[src/rtl/guess_decoder_pkg.sv]
// Shared definitions for the guess decoder.
//
// Purpose: charset codes, charset sizes, the first/last characters of each
// character range, the guess-length decode and the decoder state encoding.
// The ranges here must stay identical to the ones used by the forward
// guess generator, otherwise decoded positions will not round-trip.
package guess_decoder_pkg;

    // Charset codes carried on the charset input.
    localparam logic [2:0] CS_LOWER = 3'd0;  // 'a'..'z'
    localparam logic [2:0] CS_UPPER = 3'd1;  // 'A'..'Z'
    localparam logic [2:0] CS_ALPHA = 3'd2;  // 'a'..'z' then 'A'..'Z'
    localparam logic [2:0] CS_ALNUM = 3'd3;  // as CS_ALPHA then '0'..'9'
    localparam logic [2:0] CS_PRINT = 3'd4;  // 0x21..0x7E
    localparam logic [2:0] CS_BYTE  = 3'd5;  // every byte value

    // Number of characters in each charset. An illegal code uses size 1 so
    // the accumulator stays at zero.
    localparam logic [8:0] SIZE_LOWER   = 9'd26;
    localparam logic [8:0] SIZE_UPPER   = 9'd26;
    localparam logic [8:0] SIZE_ALPHA   = 9'd52;
    localparam logic [8:0] SIZE_ALNUM   = 9'd62;
    localparam logic [8:0] SIZE_PRINT   = 9'd94;
    localparam logic [8:0] SIZE_BYTE    = 9'd256;
    localparam logic [8:0] SIZE_ILLEGAL = 9'd1;

    // Range bounds of the character groups.
    localparam logic [7:0] CH_LOWER_FIRST = 8'h61;  // 'a'
    localparam logic [7:0] CH_LOWER_LAST  = 8'h7A;  // 'z'
    localparam logic [7:0] CH_UPPER_FIRST = 8'h41;  // 'A'
    localparam logic [7:0] CH_UPPER_LAST  = 8'h5A;  // 'Z'
    localparam logic [7:0] CH_DIGIT_FIRST = 8'h30;  // '0'
    localparam logic [7:0] CH_DIGIT_LAST  = 8'h39;  // '9'
    localparam logic [7:0] CH_PRINT_FIRST = 8'h21;  // '!'
    localparam logic [7:0] CH_PRINT_LAST  = 8'h7E;  // '~'

    // Offsets of the later groups inside the mixed charsets.
    localparam logic [7:0] OFS_UPPER_IN_ALPHA = 8'd26;
    localparam logic [7:0] OFS_DIGIT_IN_ALNUM = 8'd52;

    typedef enum logic [1:0] {
        ST_IDLE   = 2'd0,
        ST_DECODE = 2'd1,
        ST_HOLD   = 2'd2
    } state_e;

    // Guess length field: 1..15 literal, 0 encodes 16.
    function automatic logic [4:0] decode_len(input logic [3:0] len);
        return (len == 4'd0) ? 5'd16 : {1'b0, len};
    endfunction

endpackage

[src/rtl/charset_reverse_lookup.sv]
// Combinational reverse charset lookup.
//
// Purpose: map one ASCII byte to its position inside the selected charset.
// Ports:
//   charset  in   3   charset code (6 and 7 are illegal)
//   ascii    in   8   character to look up
//   pos      out  8   position of the character (0 when not found)
//   hit      out  1   character belongs to the charset
//   size     out  9   number of characters in the charset (1 when illegal)
module charset_reverse_lookup
    import guess_decoder_pkg::*;
(
    input  logic [2:0] charset,
    input  logic [7:0] ascii,
    output logic [7:0] pos,
    output logic       hit,
    output logic [8:0] size
);

    logic is_lower;
    logic is_upper;
    logic is_digit;
    logic is_print;

    assign is_lower = (ascii >= CH_LOWER_FIRST) && (ascii <= CH_LOWER_LAST);
    assign is_upper = (ascii >= CH_UPPER_FIRST) && (ascii <= CH_UPPER_LAST);
    assign is_digit = (ascii >= CH_DIGIT_FIRST) && (ascii <= CH_DIGIT_LAST);
    assign is_print = (ascii >= CH_PRINT_FIRST) && (ascii <= CH_PRINT_LAST);

    always_comb begin
        pos  = 8'd0;
        hit  = 1'b0;
        size = SIZE_ILLEGAL;
        case (charset)
            CS_LOWER: begin
                size = SIZE_LOWER;
                if (is_lower) begin
                    hit = 1'b1;
                    pos = ascii - CH_LOWER_FIRST;
                end
            end
            CS_UPPER: begin
                size = SIZE_UPPER;
                if (is_upper) begin
                    hit = 1'b1;
                    pos = ascii - CH_UPPER_FIRST;
                end
            end
            CS_ALPHA: begin
                size = SIZE_ALPHA;
                if (is_lower) begin
                    hit = 1'b1;
                    pos = ascii - CH_LOWER_FIRST;
                end else if (is_upper) begin
                    hit = 1'b1;
                    pos = ascii - CH_UPPER_FIRST + OFS_UPPER_IN_ALPHA;
                end
            end
            CS_ALNUM: begin
                size = SIZE_ALNUM;
                if (is_lower) begin
                    hit = 1'b1;
                    pos = ascii - CH_LOWER_FIRST;
                end else if (is_upper) begin
                    hit = 1'b1;
                    pos = ascii - CH_UPPER_FIRST + OFS_UPPER_IN_ALPHA;
                end else if (is_digit) begin
                    hit = 1'b1;
                    pos = ascii - CH_DIGIT_FIRST + OFS_DIGIT_IN_ALNUM;
                end
            end
            CS_PRINT: begin
                size = SIZE_PRINT;
                if (is_print) begin
                    hit = 1'b1;
                    pos = ascii - CH_PRINT_FIRST;
                end
            end
            CS_BYTE: begin
                size = SIZE_BYTE;
                hit  = 1'b1;
                pos  = ascii;
            end
            default: begin
                // Illegal code: no hit, size 1, position 0.
            end
        endcase
    end

endmodule

[src/rtl/guess_decoder.sv]
// Guess decoder: turns an ASCII guess back into charset positions and the
// linear keyspace index (character 0 is the fastest-changing digit).
//
// Ports:
//   clk, reset_n        clock, asynchronous active-low reset
//   in_valid/in_ready   request handshake; charset, guesslen, guess are
//                       sampled on the edge where both are high
//   charset  [2:0]      charset code 0..5
//   guesslen [3:0]      1..15, 0 means 16
//   guess    [127:0]    char i in bits [127-8i -: 8]
//   out_valid/out_ready result handshake
//   index    [INDEX_W-1:0] low INDEX_W bits of the keyspace index
//   digits   [127:0]    per-digit charset position, same layout as guess
//   overflow            true index needs more than INDEX_W bits
//   error               illegal charset or a character outside the charset
//
// Handshake: a transfer happens on a rising edge where valid and ready are
// both high. in_ready is high only in IDLE. out_valid is high only in HOLD
// and, once raised, stays high with stable outputs until out_ready is seen;
// it drops on the edge that completes the transfer.
module guess_decoder
    import guess_decoder_pkg::*;
#(
    parameter int INDEX_W = 64
) (
    input  logic               clk,
    input  logic               reset_n,
    input  logic               in_valid,
    output logic               in_ready,
    input  logic [2:0]         charset,
    input  logic [3:0]         guesslen,
    input  logic [127:0]       guess,
    output logic               out_valid,
    input  logic               out_ready,
    output logic [INDEX_W-1:0] index,
    output logic [127:0]       digits,
    output logic               overflow,
    output logic               error
);

    // Accumulate step is INDEX_W x 9 bits plus an 8-bit position; the
    // top 9 bits of the sum are the carry-out used for overflow.
    localparam int PROD_W = INDEX_W + 9;

    state_e               state_q;
    logic [2:0]           cs_q;
    logic [127:0]         guess_q;
    logic [3:0]           k_q;
    logic [INDEX_W-1:0]   acc_q;
    logic [127:0]         digits_q;
    logic                 ovf_q;
    logic                 err_q;

    // Char k lives at bits [127-8k -: 8], i.e. byte slot (15-k) from the LSB.
    logic [3:0]           byte_slot;
    logic [6:0]           bit_lsb;
    logic [7:0]           cur_char;
    logic [7:0]           lk_pos;
    logic                 lk_hit;
    logic [8:0]           lk_size;
    logic [PROD_W-1:0]    mac;

    assign byte_slot = 4'd15 - k_q;
    assign bit_lsb   = {byte_slot, 3'b000};
    assign cur_char  = guess_q[bit_lsb +: 8];

    charset_reverse_lookup u_lookup (
        .charset (cs_q),
        .ascii   (cur_char),
        .pos     (lk_pos),
        .hit     (lk_hit),
        .size    (lk_size)
    );

    assign mac = PROD_W'(acc_q) * PROD_W'(lk_size) + PROD_W'(lk_pos);

    always_ff @(posedge clk or negedge reset_n) begin
        if (!reset_n) begin
            state_q  <= ST_IDLE;
            cs_q     <= 3'd0;
            guess_q  <= 128'd0;
            k_q      <= 4'd0;
            acc_q    <= '0;
            digits_q <= 128'd0;
            ovf_q    <= 1'b0;
            err_q    <= 1'b0;
        end else begin
            case (state_q)
                ST_IDLE: begin
                    if (in_valid) begin
                        cs_q     <= charset;
                        guess_q  <= guess;
                        k_q      <= 4'(decode_len(guesslen) - 5'd1);
                        acc_q    <= '0;
                        digits_q <= 128'd0;
                        ovf_q    <= 1'b0;
                        err_q    <= 1'b0;
                        state_q  <= ST_DECODE;
                    end
                end
                ST_DECODE: begin
                    // Most significant digit first: acc = acc*size + pos.
                    digits_q[bit_lsb +: 8] <= lk_pos;
                    acc_q <= mac[INDEX_W-1:0];
                    if (|mac[PROD_W-1:INDEX_W]) begin
                        ovf_q <= 1'b1;
                    end
                    if (!lk_hit) begin
                        err_q <= 1'b1;
                    end
                    if (k_q == 4'd0) begin
                        state_q <= ST_HOLD;
                    end else begin
                        k_q <= k_q - 4'd1;
                    end
                end
                ST_HOLD: begin
                    if (out_ready) begin
                        state_q <= ST_IDLE;
                    end
                end
                default: begin
                    state_q <= ST_IDLE;
                end
            endcase
        end
    end

    assign in_ready  = (state_q == ST_IDLE);
    assign out_valid = (state_q == ST_HOLD);
    assign index     = acc_q;
    assign digits    = digits_q;
    assign overflow  = ovf_q;
    assign error     = err_q;

endmodule

[config.mk]
export PLATFORM = sky130hd
export DESIGN_NAME = guess_decoder
export DESIGN_NICKNAME = d
export VERILOG_FILES = /design/src/rtl/guess_decoder_pkg.sv /design/src/rtl/charset_reverse_lookup.sv /design/src/rtl/guess_decoder.sv
export SDC_FILE = /design/constraint.sdc
export NUM_CORES = 2
export LEC_CHECK = 0
export CORE_ASPECT_RATIO = 1.1
export CORE_MARGIN = 5
export CORE_UTILIZATION = 59
export DETAILED_ROUTE_END_ITERATION = 8
export GPL_TIMING_DRIVEN = 0
export HOLD_SLACK_MARGIN = 0.02
export PLACE_DENSITY = 0.8
export SLEW_MARGIN = 20
export SYNTH_ARGS = -nofsm -noshare
export SYNTH_HDL_FRONTEND = slang
export SYNTH_SLANG_ARGS = --single-unit
[constraint.sdc]
create_clock -name clk -period 9.7 [get_ports clk]
set_input_delay 1.455 -clock clk [delete_from_list [all_inputs] [get_ports clk]]
set_output_delay 1.455 -clock clk [all_outputs]
set_load 0.01 [all_outputs]
# Yosys cells after proc, flatten, opt, wreduce, memory -nomap -nowiden

Index checks and enable logic that the tools add are counted.

Register bits after elaboration: 331
Input port bits: 139
Output and inout bits: 196
Logic and storage cells: 97

Add/sub/neg operators: 11
Multiply operators: 1
Magnitude comparators: 8
Equality and inequality tests: 13
Shift operators: 3
Mux-type cells: 36
Reduce and logical (&&, ||, !) cells: 17

Operator list:

| operator                | count |
|---|---|
| $pmux 128 s2            | 1 |
| $bwmux 128              | 1 |
| $mux 128                | 1 |
| $pmux 64 s2             | 1 |
| $shift 8x9->128 const A | 1 |
| $shiftx 128x8->8        | 1 |
| $shiftx 8x9->128        | 1 |
| $add 73x8->73           | 1 |
| $mul 64x9->73           | 1 |
| $mux 64                 | 1 |
| $mux 8                  | 8 |
| $pmux 8 s6              | 1 |
| $pmux 9 s5              | 1 |
| $le 8x7->1 const B      | 3 |
| $ge 8x6->1 const B      | 2 |
| $ge 8x7->1 const B      | 2 |
| $sub 8x6->8 const B     | 2 |
| $sub 8x7->8 const B     | 2 |
| $mux 4                  | 3 |
| $reduce_and 3->1        | 4 |
| $mux 1                  | 10 |
| $ne 2x2->1 const B      | 5 |
| $neg 7->9               | 1 |
| $reduce_or 9->1         | 1 |
| other kinds (23)        | 34 |

# Longest topological paths before layout

Depth after elaboration: 12
Gate-level depth with buffers: 32
Depth with buffers taken out: 29

# Modules after synthesis

From an unflattened synthesis, not the netlist that was laid out.

Cell total of the unflattened synthesis: 3495
Area total of the unflattened synthesis: 33115.5 um2

By module, submodules not included:

| module                 | times used | cells an instance | area each (um2) | seq. area each (um2) |
|---|---|---|---|---|
| guess_decoder          | 1          | 3357              | 32194.6         | 8282.9 |
| charset_reverse_lookup | 1          | 138               | 920.9           | 0.0 |

# Worst setup path after synthesis

Ideal clock, no wire load.

Kind: reg2reg
Start: reg k_q[0]
End: reg ovf_q (netlist: overflow)
Data arrival time: 7006 ps
Data required time: 9560 ps
Setup slack: 2554 ps
Stages on the path, launching flop included: 31
Clock period less this slack: 7146 ps
Path through: dfrtp_1 buf_6 buf_6 mux4_2 mux4_2 inv_1 ha_1 inv_1 o21ai_0 and2b_1 and2_4 xor2_4 nor2_2 a2111oi_2 a21oi_1 o21a_4 buf_8 fa_1 inv_1 ha_1 a21oi_1 o211ai_1 a2111oi_2 nor3_1 o31ai_1 a2111oi_0 or3_1 a2111oi_0 nand3_1 o41ai_1 o211ai_1

Longest elaborated chain between the ends: 12

Ends and longest elaborated chain:

| what                                                    | line                                                       | text |
|---|---|---|
| from (decl)                                             | guess_decoder.sv:48                                        | `logic [3:0] k_q;` |
| from (signal assigned)                                  | guess_decoder.sv:93                                        | `k_q <= 4'(decode_len(guesslen) - 5'd1);` |
| from (signal assigned)                                  | guess_decoder.sv:114                                       | `k_q <= k_q - 4'd1;` |
| $sub 4x4->4 *                                           | guess_decoder.sv:63                                        | `assign byte_slot = 4'd15 - k_q;` |
| $shiftx 128x8->8 *                                      | guess_decoder.sv:65                                        | `assign cur_char = guess_q[bit_lsb +: 8];` |
| $sub 8x6->8, or another cell as far along               | charset_reverse_lookup.sv:69                               | `pos = ascii - CH_DIGIT_FIRST + OFS_DIGIT_IN_ALNUM;` |
| $add 8x6->8 / $logic_and 1x1->1 (equally long branches) | charset_reverse_lookup.sv:69, charset_reverse_lookup.sv:27 |  |
| $mux 8                                                  | charset_reverse_lookup.sv:67                               | `end else if (is_digit) begin` |
| $mux 8                                                  | charset_reverse_lookup.sv:64                               | `end else if (is_upper) begin` |
| $mux 8                                                  | charset_reverse_lookup.sv:61                               | `if (is_lower) begin` |
| $pmux 8 s6 *                                            | charset_reverse_lookup.sv:34                               | `case (charset)` |
| $add 73x8->73 *                                         | guess_decoder.sv:75                                        | `assign mac = PROD_W'(acc_q) * PROD_W'(lk_size) + PROD_W'(lk_pos);` |
| $reduce_or 9->1 *                                       | guess_decoder.sv:105                                       | `if (\|mac[PROD_W-1:INDEX_W]) begin` |
| $ne 2x2->1 (no source line) *                           | --                                                         |  |
| $reduce_and 3->1 (no source line) *                     | --                                                         |  |
| to (signal assigned)                                    | guess_decoder.sv:85                                        | `ovf_q <= 1'b0;` |
| to (signal assigned)                                    | guess_decoder.sv:96                                        | `ovf_q <= 1'b0;` |
| to (signal assigned)                                    | guess_decoder.sv:106                                       | `ovf_q <= 1'b1;` |
| to (decl)                                               | guess_decoder.sv:51                                        | `logic ovf_q;` |

Mark *: on every way between the ends. The rest lies on a longest branch, timed or not.
A chain may end at the register's enable or synchronous reset.

# Worst setup path in the final report

Start: reg cs_q[0]
End: reg ovf_q (netlist: overflow)

Longest elaborated chain between the ends: 8

Ends and longest elaborated chain:

| what                                                 | line                         | text |
|---|---|---|
| from (decl)                                          | guess_decoder.sv:46          | `logic [2:0] cs_q;` |
| from (signal assigned)                               | guess_decoder.sv:91          | `cs_q <= charset;` |
| $eq 3x1->1 / $logic_not 3->1 (equally long branches) | charset_reverse_lookup.sv:34 |  |
| $reduce_or 2->1 (no source line)                     | --                           |  |
| $pmux 9 s5                                           | charset_reverse_lookup.sv:34 |  |
| $mul 64x9->73                                        | guess_decoder.sv:75          |  |
| $add 73x8->73 *                                      | guess_decoder.sv:75          |  |
| $reduce_or 9->1 *                                    | guess_decoder.sv:105         |  |
| $ne 2x2->1 (no source line) *                        | --                           |  |
| $reduce_and 3->1 (no source line) *                  | --                           |  |

Marked as above.

==> results.json <==
{
  "finalCritPeriodShare_pct": 97.3,
  "worstSetupEndpointType": "register",
  "path_common_cell": "fa_1",
  "worst_ep_required_time_ns": 10.08,
  "start_util_pct": 59.3,
  "ys_seq_area_share_pct": 25.6,
  "layout_common_cells": "nand2_1, fa_1, inv_1, clkdlybuf4s50_1",
  "drc_errors": 0,
  "clockBufferDepth": 3,
  "max_clock_freq_mhz": 106,
  "core_sq_um": 54600,
  "htreeDepth": 2,
  "rsz0062_at_grt": "false",
  "drt_iter0_drc": 1798,
  "place_inst": 4541,
  "cts_tree": "yes",
  "io_pins": 335,
  "yosysUniqueCellTypes": 91,
  "cts_made_buffers": 35,
  "place_hpwl_microns": 79000,
  "use_met1_pct": 42.3,
  "reg2regPathDepth": 24,
  "slew_headroom_pct": 22.4,
  "grtUsageTotal_pct": 33.9,
  "vias_per_cell": 5.83,
  "routedWlPerCell_microns": 21.7,
  "tightest_slew_ns": 1.16,
  "min_path_type": "register to register",
  "ys_warn_count": 0,
  "die_w_microns": 233,
  "cp_num_buf_inv": 4,
  "path_delay_family": "compound AO/OA/AOI/OAI gates",
  "whs_path_depth": 2,
  "cts_sinks": 331,
  "cap_violations": 0,
  "async_reset_ff_share_pct": 100,
  "worst_r2r_endpoint": "overflow$_DFFE_PN0P_",
  "die_y_microns": 256,
  "cts_setup_buffers": 0,
  "synth-edff-count": 0,
  "fin_area_sq_um": 38000,
  "clock-root-buffer": "clkbuf_16",
  "insertion_delay_ns": 0.55,
  "hold_violations": 0,
  "fin_crit_ns": 9.44,
  "clkTransAtPathRegs_ns": 0.06,
  "grt_max_degree": 96,
  "avgSynthCellArea_sq_um": 9.35,
  "grt_antenna_before_repair": 5,
  "path_cells": "nor3b_1 > clkbuf_1 > or2_2 > clkbuf_1 > and2_1 > fa_1 > inv_1 > fa_1 > fa_1 > fa_1 > fa_1 > inv_1 > ha_1 > a21oi_1 > o211ai_1 > a2111oi_2 > nor3_1 > o31ai_1 > a2111oi_0 > or3_1 > a2111oi_0 > nand3_1 > o41ai_1 > o211ai_1",
  "die_area_sq_um": 59700,
  "grt_first_pass_wirelength_microns": 159000,
  "globalRouteOverflowTotal": 0,
  "io_buffers": 334,
  "postSynthCellCount": 3467,
  "min_from": "guess_q[55]$_DFFE_PN0P_",
  "drive_gt1_share_pct": 5.48,
  "status": "complete, no violations",
  "first_global_vias": 29000,
  "finalMaxSlewViolations": 0,
  "fin_nets": 4592,
  "crit_path_top_delay_cell": "clkbuf_1",
  "whs_ns": 0.469,
  "worstPathMaxFanout": 10,
  "r2r_slack_ns": 0.26,
  "rows": 90,
  "synth_ff_type": "dfrtp_1",
  "layout.cells.non_filler": 4608,
  "critPathArrivalTime_ns": 9.82,
  "globalplace.congestion": 0.972,
  "grt.busiest_layer": "met2",
  "dr.pass1.iters": 6,
  "layout_commonest_cell": "nand2_1",
  "path_class": "register to register",
  "syn_area_sq_um": 32400,
  "vias": 26800,
  "syn_nets": 4218,
  "met2_usage_pct": 56.0,
  "ys_ff_latch": 331,
  "clock_skew_ns": 0.0250,
  "cpPeakStageDelay_ns": 0.74,
  "grt_util_met3_pct": 7.72,
  "dp_slack_ns": 0.360,
  "crit_start": "cs_q[0]$_DFFE_PN0P_",
  "placedInstanceArea_sq_um": 36800,
  "finalWirelength_microns": 100000,
  "area_growth_pct": 17.2,
  "drt.antenna.violating_nets": 0,
  "critPathLaunchType": "register",
  "fin_ws_ns": 0.261,
  "reg2reg_from": "cs_q[0]$_DFFE_PN0P_",
  "setup_viol": 0,
  "hold-path-endpoint": "guess_q[55]$_DFFE_PN0P_"
}
[logic make-up after synthesis]
kind of cell    Yosys count  synth area share (%)
simple gates           1342                  20.3
fa+ha+maj               612                  32.3
buf+inv                 538                  6.51
compound gates          502                  9.40
flops                   331                  25.6
xor+xnor                 75                  2.09
mux                      66                  3.78
other cells               1                0.0116
[what timing repair did]
| action | in CTS | in global routing |
|---|---|---|
| hold buffers | 0 | 0 |
| gates resized for setup | 0 | 2 |
| endpoints found under the setup margin | 0 | 1 |
[registers in the layout (all words and copies together) (netlist names)]
name      cells
k_q           4
digits      128
error         1
cs_q          3
state_q       2
overflow      1
guess_q     128
index        64
[worst max path at each step]
stage | endpoint | slack [ns] | cells past startpoint
after detailed placement | overflow$_DFFE_PN0P_ | 0.36 | 24
after floorplan | overflow$_DFFE_PN0P_ | 2.55 | 30
after global placement | digits[22]$_DFFE_PN0P_ | -7.38 | 1
after global routing | overflow$_DFFE_PN0P_ | 0.06 | 29
final | overflow$_DFFE_PN0P_ | 0.26 | 24
after CTS | overflow$_DFFE_PN0P_ | 0.25 | 24
[per-layer routing]
layer / vias to the layer above / share of wire (%)
met3: 333 / 8.6
met1: 13300 / 37
met2: 1205 / 48
met5: - / 0
met4: 0 / 6.1
li1: 12000 / -
[through the flow]
step	TNS, ns	util [%]
2_1_floorplan	0	-
3_3_place_gp	-2428.56	67.1
3_5_place_dp	0	67.4
4_1_cts	0	69.5
5_1_grt	0	69.5
6_report	0	69.5
[synth_stat cells (5+ instances only)]
cell type  instances  area, sq um
nand2_1          646         2420
fa_1             376         7530
inv_1            372         1400
and2_1           331         2070
dfrtp_1          331         8280
ha_1             236         2950
o21ai_0          191          956
clkbuf_1         142          533
a21oi_1          119          596
nand3_1           82          410
and3_1            72          450
nor2_1            61          229
or2_2             48          300
xnor2_1           37          324
xor2_1            37          324
o21ai_1           31          155
mux4_2            30          676
a21o_1            23          173
nand4_1           23          144
mux2i_1           20          200
o211ai_1          20          150
nor3_1            16         80.1
nor2b_1           14         87.6
o21bai_1          14          105
a31oi_1           13         81.3
o21ai_2           13          114
o21a_1            12         90.1
nand2b_1          11         68.8
buf_2             10         50.1
mux4_1             9          236
a21boi_0           7         52.6
o22ai_1            7         43.8
nor3b_1            6         45.0
o31ai_1            6         45.0
or3_1              6         37.5
a2111oi_0          5         43.8
a211oi_1           5         37.5
[layout make-up]
| class | instances | area (sq um) |
|---|---|---|
| multi-input cells | 2598 | 22000 |
| fillers | 4297 | 16600 |
| flip-flops and latches | 331 | 8280 |
| repair buffers | 338 | 3460 |
| inverters | 373 | 1400 |
| clock buffers | 44 | 961 |
| well taps | 736 | 921 |
| plain buffers | 164 | 704 |
| clock inverters | 19 | 203 |
| diodes | 5 | 12.5 |
[worst register-to-register path: cells and delay by family, from the launching register on]
family / cells / cell delay [ns]
AOI/OAI and AO/OA: 8 / 3.17
adders and majority gates: 6 / 2.54
buffers and inverters: 4 / 1.29
DFF: 1 / 0.43
and+or+nand+nor: 6 / 1.83
Power is left out: the tool's default activity adds up to more than one toggle a clock period on the data nets, which glitch-free logic cannot reach.
